<file path="config.mk">
export PLATFORM = sky130hd
export DESIGN_NAME = affine_addr_gen_nd
export DESIGN_NICKNAME = d
export VERILOG_FILES = /design/src/rtl/affine_addr_gen_nd.sv
export SDC_FILE = /design/constraint.sdc
export NUM_CORES = 1
export LEC_CHECK = 0
export ABC_AREA = 1
export BUFFER_PORTS_ARGS = -buffer_cell sky130_fd_sc_hd__buf_2
export CAP_MARGIN = 10
export CORE_UTILIZATION = 60
export DETAILED_ROUTE_END_ITERATION = 10
export PLACE_DENSITY = 0.82
export SLEW_MARGIN = 20
export SYNTH_ARGS = -nofsm -noshare
export SYNTH_HDL_FRONTEND = slang
export SYNTH_SLANG_ARGS = --single-unit
</file>
<file path="constraint.sdc">
create_clock -name clk -period 13.59 [get_ports clk]
set_input_delay 0.6795 -clock clk [delete_from_list [all_inputs] [get_ports clk]]
set_output_delay 0.6795 -clock clk [all_outputs]
set_load 0.05 [all_outputs]
</file>
<file path="src/rtl/affine_addr_gen_nd.sv">
// affine_addr_gen_nd: N-dimensional affine address walker with start/done control and valid/ready output.
module affine_addr_gen_nd #(
  parameter int DATA_W = 32,
  parameter int NDIM   = 3,
  parameter int CNT_W  = 16
) (
  input  logic                       clk,
  input  logic                       rst,
  input  logic                       start,
  input  logic [$clog2(NDIM+1)-1:0]  num_dims,
  input  logic [DATA_W-1:0]          offset,
  input  logic [NDIM*CNT_W-1:0]      extent,
  input  logic [NDIM*DATA_W-1:0]     stride,
  output logic [DATA_W-1:0]          addr,
  output logic                       addr_valid,
  input  logic                       addr_ready,
  output logic                       addr_last,
  output logic                       busy,
  output logic                       done
);
  localparam int ND_W = $clog2(NDIM+1);
  localparam logic [1:0] IDLE = 2'd0, RUN = 2'd1, FLUSH = 2'd2;
  logic [1:0] state_q;
  logic [DATA_W-1:0] off_q, acc_q, acc_d, step, addr_q;
  logic [DATA_W-1:0] str_q [NDIM];
  logic [CNT_W-1:0] ext_q [NDIM];
  logic [CNT_W-1:0] cnt_q [NDIM];
  logic [CNT_W-1:0] cnt_d [NDIM];
  logic [CNT_W-1:0] ext_in [NDIM];
  logic [NDIM-1:0] at_max;
  logic [ND_W-1:0] nd_eff;
  logic empty, single, carry, last_d, valid_q, last_q, done_q, fire;
  assign addr = addr_q;
  assign addr_valid = valid_q;
  assign addr_last = last_q;
  assign busy = state_q == RUN;
  assign done = done_q;
  assign fire = valid_q & addr_ready;
  // Odometer step: the lowest dim not at its top advances, all dims below it wrap to 0.
  always_comb begin
    nd_eff = num_dims == '0 ? ND_W'(1) : num_dims > ND_W'(NDIM) ? ND_W'(NDIM) : num_dims;
    empty = 1'b0;
    single = 1'b1;
    carry = 1'b1;
    last_d = 1'b1;
    step = '0;
    for (int d = 0; d < NDIM; d++) begin
      ext_in[d] = ND_W'(d) < nd_eff ? extent[d*CNT_W +: CNT_W] : CNT_W'(1);
      empty |= ext_in[d] == '0;
      single &= ext_in[d] == CNT_W'(1);
      at_max[d] = cnt_q[d] == ext_q[d] - CNT_W'(1);
      cnt_d[d] = !carry ? cnt_q[d] : at_max[d] ? '0 : cnt_q[d] + CNT_W'(1);
      step = carry && !at_max[d] ? str_q[d] : step;
      carry &= at_max[d];
      last_d &= cnt_d[d] == ext_q[d] - CNT_W'(1);
    end
    acc_d = acc_q + step;
  end
  always_ff @(posedge clk) begin
    if (rst) begin
      state_q <= IDLE;
      off_q <= '0;
      acc_q <= '0;
      addr_q <= '0;
      valid_q <= 1'b0;
      last_q <= 1'b0;
      done_q <= 1'b0;
      for (int d = 0; d < NDIM; d++) begin
        ext_q[d] <= '0;
        str_q[d] <= '0;
        cnt_q[d] <= '0;
      end
    end else begin
      done_q <= state_q == FLUSH || (fire && last_q);
      if (state_q == IDLE && start) begin
        state_q <= empty ? FLUSH : RUN;
        valid_q <= !empty;
        last_q <= single;
        off_q <= offset;
        addr_q <= offset;
        acc_q <= '0;
        for (int d = 0; d < NDIM; d++) begin
          ext_q[d] <= ext_in[d];
          str_q[d] <= stride[d*DATA_W +: DATA_W];
          cnt_q[d] <= '0;
        end
      end else if (state_q == FLUSH) begin
        state_q <= IDLE;
      end else if (fire && last_q) begin
        state_q <= IDLE;
        valid_q <= 1'b0;
        last_q <= 1'b0;
      end else if (fire) begin
        acc_q <= acc_d;
        addr_q <= off_q + acc_d;
        last_q <= last_d;
        for (int d = 0; d < NDIM; d++) cnt_q[d] <= cnt_d[d];
      end
    end
  end
endmodule

</file>
==> flow_results.xml <==
<?xml version="1.0" encoding="UTF-8"?>
<metrics>
  <group name="critical_path">
    <metric name="r2r_end" unit="">addr[31]</metric>
    <metric name="crit_path_start_kind" unit="">register</metric>
    <metric name="worstPathRequired" unit="ns">14.06</metric>
    <metric name="r2r_setup_slack" unit="ns">5.25</metric>
    <metric name="critPathMaxStageDelay" unit="ns">0.64</metric>
    <metric name="setup.worst_path.end_class" unit="">register</metric>
    <metric name="worst_r2r_startpoint" unit="">ext_q[0][0]</metric>
    <metric name="path_class" unit="">reg2reg</metric>
    <metric name="cp.arrival" unit="ns">8.81</metric>
    <metric name="crit_end" unit="">addr[31]</metric>
    <metric name="crit_path_frequent_cell" unit="">sky130_fd_sc_hd__nand2_1</metric>
    <metric name="critical-path-slowest-cell" unit="">sky130_fd_sc_hd__nand2_2</metric>
    <metric name="startpoint" unit="">ext_q[0][0]</metric>
    <metric name="r2r.worst_path.cells" unit="">42</metric>
    <metric name="critical_path_peak_fanout" unit="">63</metric>
  </group>
  <group name="die">
    <metric name="floorplan.io_pins" unit="">218</metric>
    <metric name="num_rows" unit="">65</metric>
    <metric name="die-width" unit="um">182</metric>
    <metric name="die-area" unit="um2">33100</metric>
    <metric name="core" unit="um2">31700</metric>
    <metric name="die_y" unit="um">182</metric>
    <metric name="start_util" unit="%">61.3</metric>
  </group>
  <group name="clocking">
    <metric name="post_cts.repair.setup_buffers" unit="">0</metric>
    <metric name="cts_tree" unit="">built</metric>
    <metric name="ctsRootBufferMaster" unit="">sky130_fd_sc_hd__clkbuf_16</metric>
    <metric name="clockBufferDepth" unit="">3</metric>
    <metric name="cts.clk_slew.worst_paths" unit="ns">0.06</metric>
    <metric name="post_cts_hold_buffer_count" unit="">0</metric>
    <metric name="clock_insertion_delay_at_the_later_pin_of_the_skew_report" unit="ns">0.54</metric>
    <metric name="post_cts.resized_instances" unit="">0</metric>
    <metric name="cts.sinks" unit="">293</metric>
    <metric name="cts_made_buffers" unit="">34</metric>
    <metric name="htreeDepth" unit="">2</metric>
  </group>
  <group name="synthesis">
    <metric name="netlist_instances" unit="">2686</metric>
    <metric name="synthesized_nets" unit="">2942</metric>
    <metric name="yosysWarnings" unit="">0</metric>
    <metric name="synth.ff_latch_count" unit="">293</metric>
    <metric name="syn_avg_cell_area" unit="um2">7.24</metric>
    <metric name="most_instantiated_flip_flop_cell_in_the_synthesis_netlist" unit="">sky130_fd_sc_hd__edfxtp_1</metric>
    <metric name="share_of_the_yosys_chip_area_belonging_to_registers" unit="%">40.0</metric>
    <metric name="synth.distinct_cells" unit="">49</metric>
    <metric name="synth-edff-count" unit="">192</metric>
    <metric name="synth-async-reset-ratio" unit="%">0</metric>
    <metric name="syn-cell-area" unit="um2">19400</metric>
  </group>
  <group name="route">
    <metric name="detail_route.wl_per_cell" unit="um">16.6</metric>
    <metric name="drtAntennaViolNets" unit="">0</metric>
    <metric name="drt_pre_antenna_iters" unit="">6</metric>
    <metric name="vias" unit="">18400</metric>
    <metric name="detail_route.wirelength" unit="um">54700</metric>
    <metric name="post-route-drc-count" unit="">0</metric>
    <metric name="drt_iter0_drc" unit="">1337</metric>
    <metric name="via_per_inst" unit="">5.59</metric>
  </group>
  <group name="timing">
    <metric name="fmaxAchievable" unit="MHz">120</metric>
    <metric name="drv_slew" unit="">0</metric>
    <metric name="worstMarginPinSlew" unit="ns">1.06</metric>
    <metric name="post-route-period-util" unit="%">61.4</metric>
    <metric name="setup_total_negative_slack" unit="ns">0</metric>
    <metric name="hold_slack" unit="ns">0.407</metric>
    <metric name="fin_ws" unit="ns">5.25</metric>
    <metric name="final_hold_viol_count" unit="">0</metric>
    <metric name="slew-limit-headroom" unit="%">29.3</metric>
    <metric name="fin_crit" unit="ns">8.34</metric>
    <metric name="clock_skew" unit="ns">0.0250</metric>
    <metric name="setup_violation_total_in_the_final_timing_report" unit="">0</metric>
    <metric name="rsz_0062_raised_after_global_routing" unit="">false</metric>
  </group>
  <group name="run_status">
    <metric name="outcome" unit="">finished, final reports clean</metric>
  </group>
  <group name="placement">
    <metric name="pre_cts_setup_slack" unit="ns">5.32</metric>
    <metric name="portBuffers" unit="">217</metric>
    <metric name="hpwlAfterDp" unit="um">41000</metric>
    <metric name="dp_cells" unit="">3236</metric>
    <metric name="place.gp.congestion" unit="">0.989</metric>
    <metric name="place_area" unit="um2">20800</metric>
  </group>
  <group name="layout">
    <metric name="area_growth" unit="%">12.5</metric>
    <metric name="layout-drive-gt1-share" unit="%">11.2</metric>
    <metric name="fin_cells" unit="">3298</metric>
    <metric name="final_area" unit="um2">21900</metric>
    <metric name="final_nets" unit="">3126</metric>
  </group>
  <group name="power">
    <metric name="vdd.ir_drop.worst" unit="mV">0.103</metric>
    <metric name="p_per_area" unit="nW/um2">118</metric>
    <metric name="power_leakage" unit="nW">11.0</metric>
  </group>
  <group name="global_route">
    <metric name="overflow" unit="">0</metric>
    <metric name="grt_pass1_vias" unit="">17400</metric>
    <metric name="maximum_number_of_pins_on_one_net_before_global_route_repair" unit="">116</metric>
    <metric name="gr-usage-all-layers" unit="%">32.6</metric>
    <metric name="first_pass_grt_wire_length" unit="um">86400</metric>
    <metric name="grt_antenna_before_repair" unit="">0</metric>
  </group>
  <group name="worst_hold_path">
    <metric name="kind_of_path_behind_the_tightest_hold_check" unit="">in2reg</metric>
  </group>
  <group name="flow_run">
    <metric name="maxCapViolations" unit="">0</metric>
  </group>
</metrics>
==> Yosys cell counts (all sizes together) (21+ instances only) <==
cell,number,share of area (%)
nor2,383,7.8
nand4,27,0.87
inv,377,7.3
dfxtp,101,10
xnor2,22,0.99
a21oi,185,4.8
a22oi,21,0.81
clkbuf,59,1.1
a22o,25,1.1
edfxtp,192,30
a31oi,39,1.3
nand2,669,13
nor3,29,0.75
xor2,71,3.2
nand3,194,5.2
o21ai,111,2.9
ha,72,4.6
==> worst max-delay path: cells and delay by family (launching register included) <==
family          cells  cell delay [ns]
simple gates       25             3.85
compound gates     11             2.17
fa+ha+maj           4             1.32
flops               1             0.43
xor+xnor            1             0.30
buf+inv             1             0.17
==> registers in the layout (all words and copies together) (netlist names) <==
register and flops:
acc_q 32, addr 32, addr_last 1, addr_valid 1
cnt_q 48, done 1, ext_q 48, off_q 32
state_q 2, str_q 96
==> final cells by class <==
type / instances / area (um2)
multi-input combinational: 1936 / 9890
fill: 2685 / 9850
sequential: 293 / 7790
inverter: 378 / 1430
timing repair buffer: 227 / 1170
clock buffer: 52 / 950
tap: 402 / 503
clock inverter: 9 / 143
antenna: 1 / 2.50
==> layout by cell type (no fill, tap or decap), types with 3 or more instances in the layout <==
master,instances
sky130_fd_sc_hd__a21boi_0,5
sky130_fd_sc_hd__a21o_1,5
sky130_fd_sc_hd__a21oi_1,185
sky130_fd_sc_hd__a221oi_1,5
sky130_fd_sc_hd__a22o_1,25
sky130_fd_sc_hd__a22oi_1,21
sky130_fd_sc_hd__a31oi_1,39
sky130_fd_sc_hd__and2_1,3
sky130_fd_sc_hd__buf_2,217
sky130_fd_sc_hd__buf_4,8
sky130_fd_sc_hd__clkbuf_1,16
sky130_fd_sc_hd__clkbuf_16,35
sky130_fd_sc_hd__dfxtp_1,101
sky130_fd_sc_hd__edfxtp_1,192
sky130_fd_sc_hd__ha_1,72
sky130_fd_sc_hd__inv_1,372
sky130_fd_sc_hd__inv_2,3
sky130_fd_sc_hd__inv_6,3
sky130_fd_sc_hd__nand2_1,663
sky130_fd_sc_hd__nand2_2,5
sky130_fd_sc_hd__nand3_1,185
sky130_fd_sc_hd__nand3_2,8
sky130_fd_sc_hd__nand3b_1,20
sky130_fd_sc_hd__nand4_1,27
sky130_fd_sc_hd__nor2_1,365
sky130_fd_sc_hd__nor2_2,12
sky130_fd_sc_hd__nor2_4,4
sky130_fd_sc_hd__nor3_1,29
sky130_fd_sc_hd__nor4_1,13
sky130_fd_sc_hd__o21a_1,3
sky130_fd_sc_hd__o21ai_0,105
sky130_fd_sc_hd__o21ai_1,6
sky130_fd_sc_hd__o21bai_1,5
sky130_fd_sc_hd__o41ai_1,3
sky130_fd_sc_hd__or2_2,14
sky130_fd_sc_hd__xnor2_1,22
sky130_fd_sc_hd__xor2_1,71
==> kinds of logic (layout without fill, tap and decap cells) <==
family	count (synthesis)	count (layout)	synth area share (%)
AOI/OAI and AO/OA	415	415	12.2
xor gates and xnor gates	94	94	4.31
other	0	1	0
and+or+nand+nor	1353	1353	29.5
adders and majority gates	74	74	4.84
buffers and inverters	457	666	9.16
DFF	293	293	40.0
==> power by group <==
part / internal [mW] / switching [mW]
registers: 1.03 / 0.0543
logic: 0.183 / 0.394
clock network: 0.529 / 0.380
total: 1.74 / 0.829
==> worst min path at each step <==
stage / endpoint / slack [ns] / cells after the start / startpoint
final: off_q[21] / 0.41 / 3 / offset[21]
after global routing: off_q[21] / 0.42 / 3 / offset[21]
after CTS: off_q[21] / 0.39 / 3 / offset[21]
after detailed placement: acc_q[27] / 0.45 / 2 / acc_q[27]
after global placement: acc_q[25] / 0.45 / 2 / acc_q[25]
after floorplan: off_q[21] / 0.43 / 2 / off_q[21]
==> through the flow <==
stage	total power [mW]	utilization, %
6_report	2.57	69.0
5_1_grt	2.68	69.0
4_1_cts	2.57	68.9
3_5_place_dp	1.67	65.5
3_3_place_gp	1.66	65.5
2_1_floorplan	1.50	-
==> routing by layer <==
layer	vias to the layer above	share of wire [%]	global-route usage (%)
li1	9186	-	-
met4	0	4.6	15.6
met5	-	0	0
met3	142	6.2	4.15
met1	8461	41	41.0
met2	656	48	55.6
Note: power is estimated with default switching activity, not from simulation.
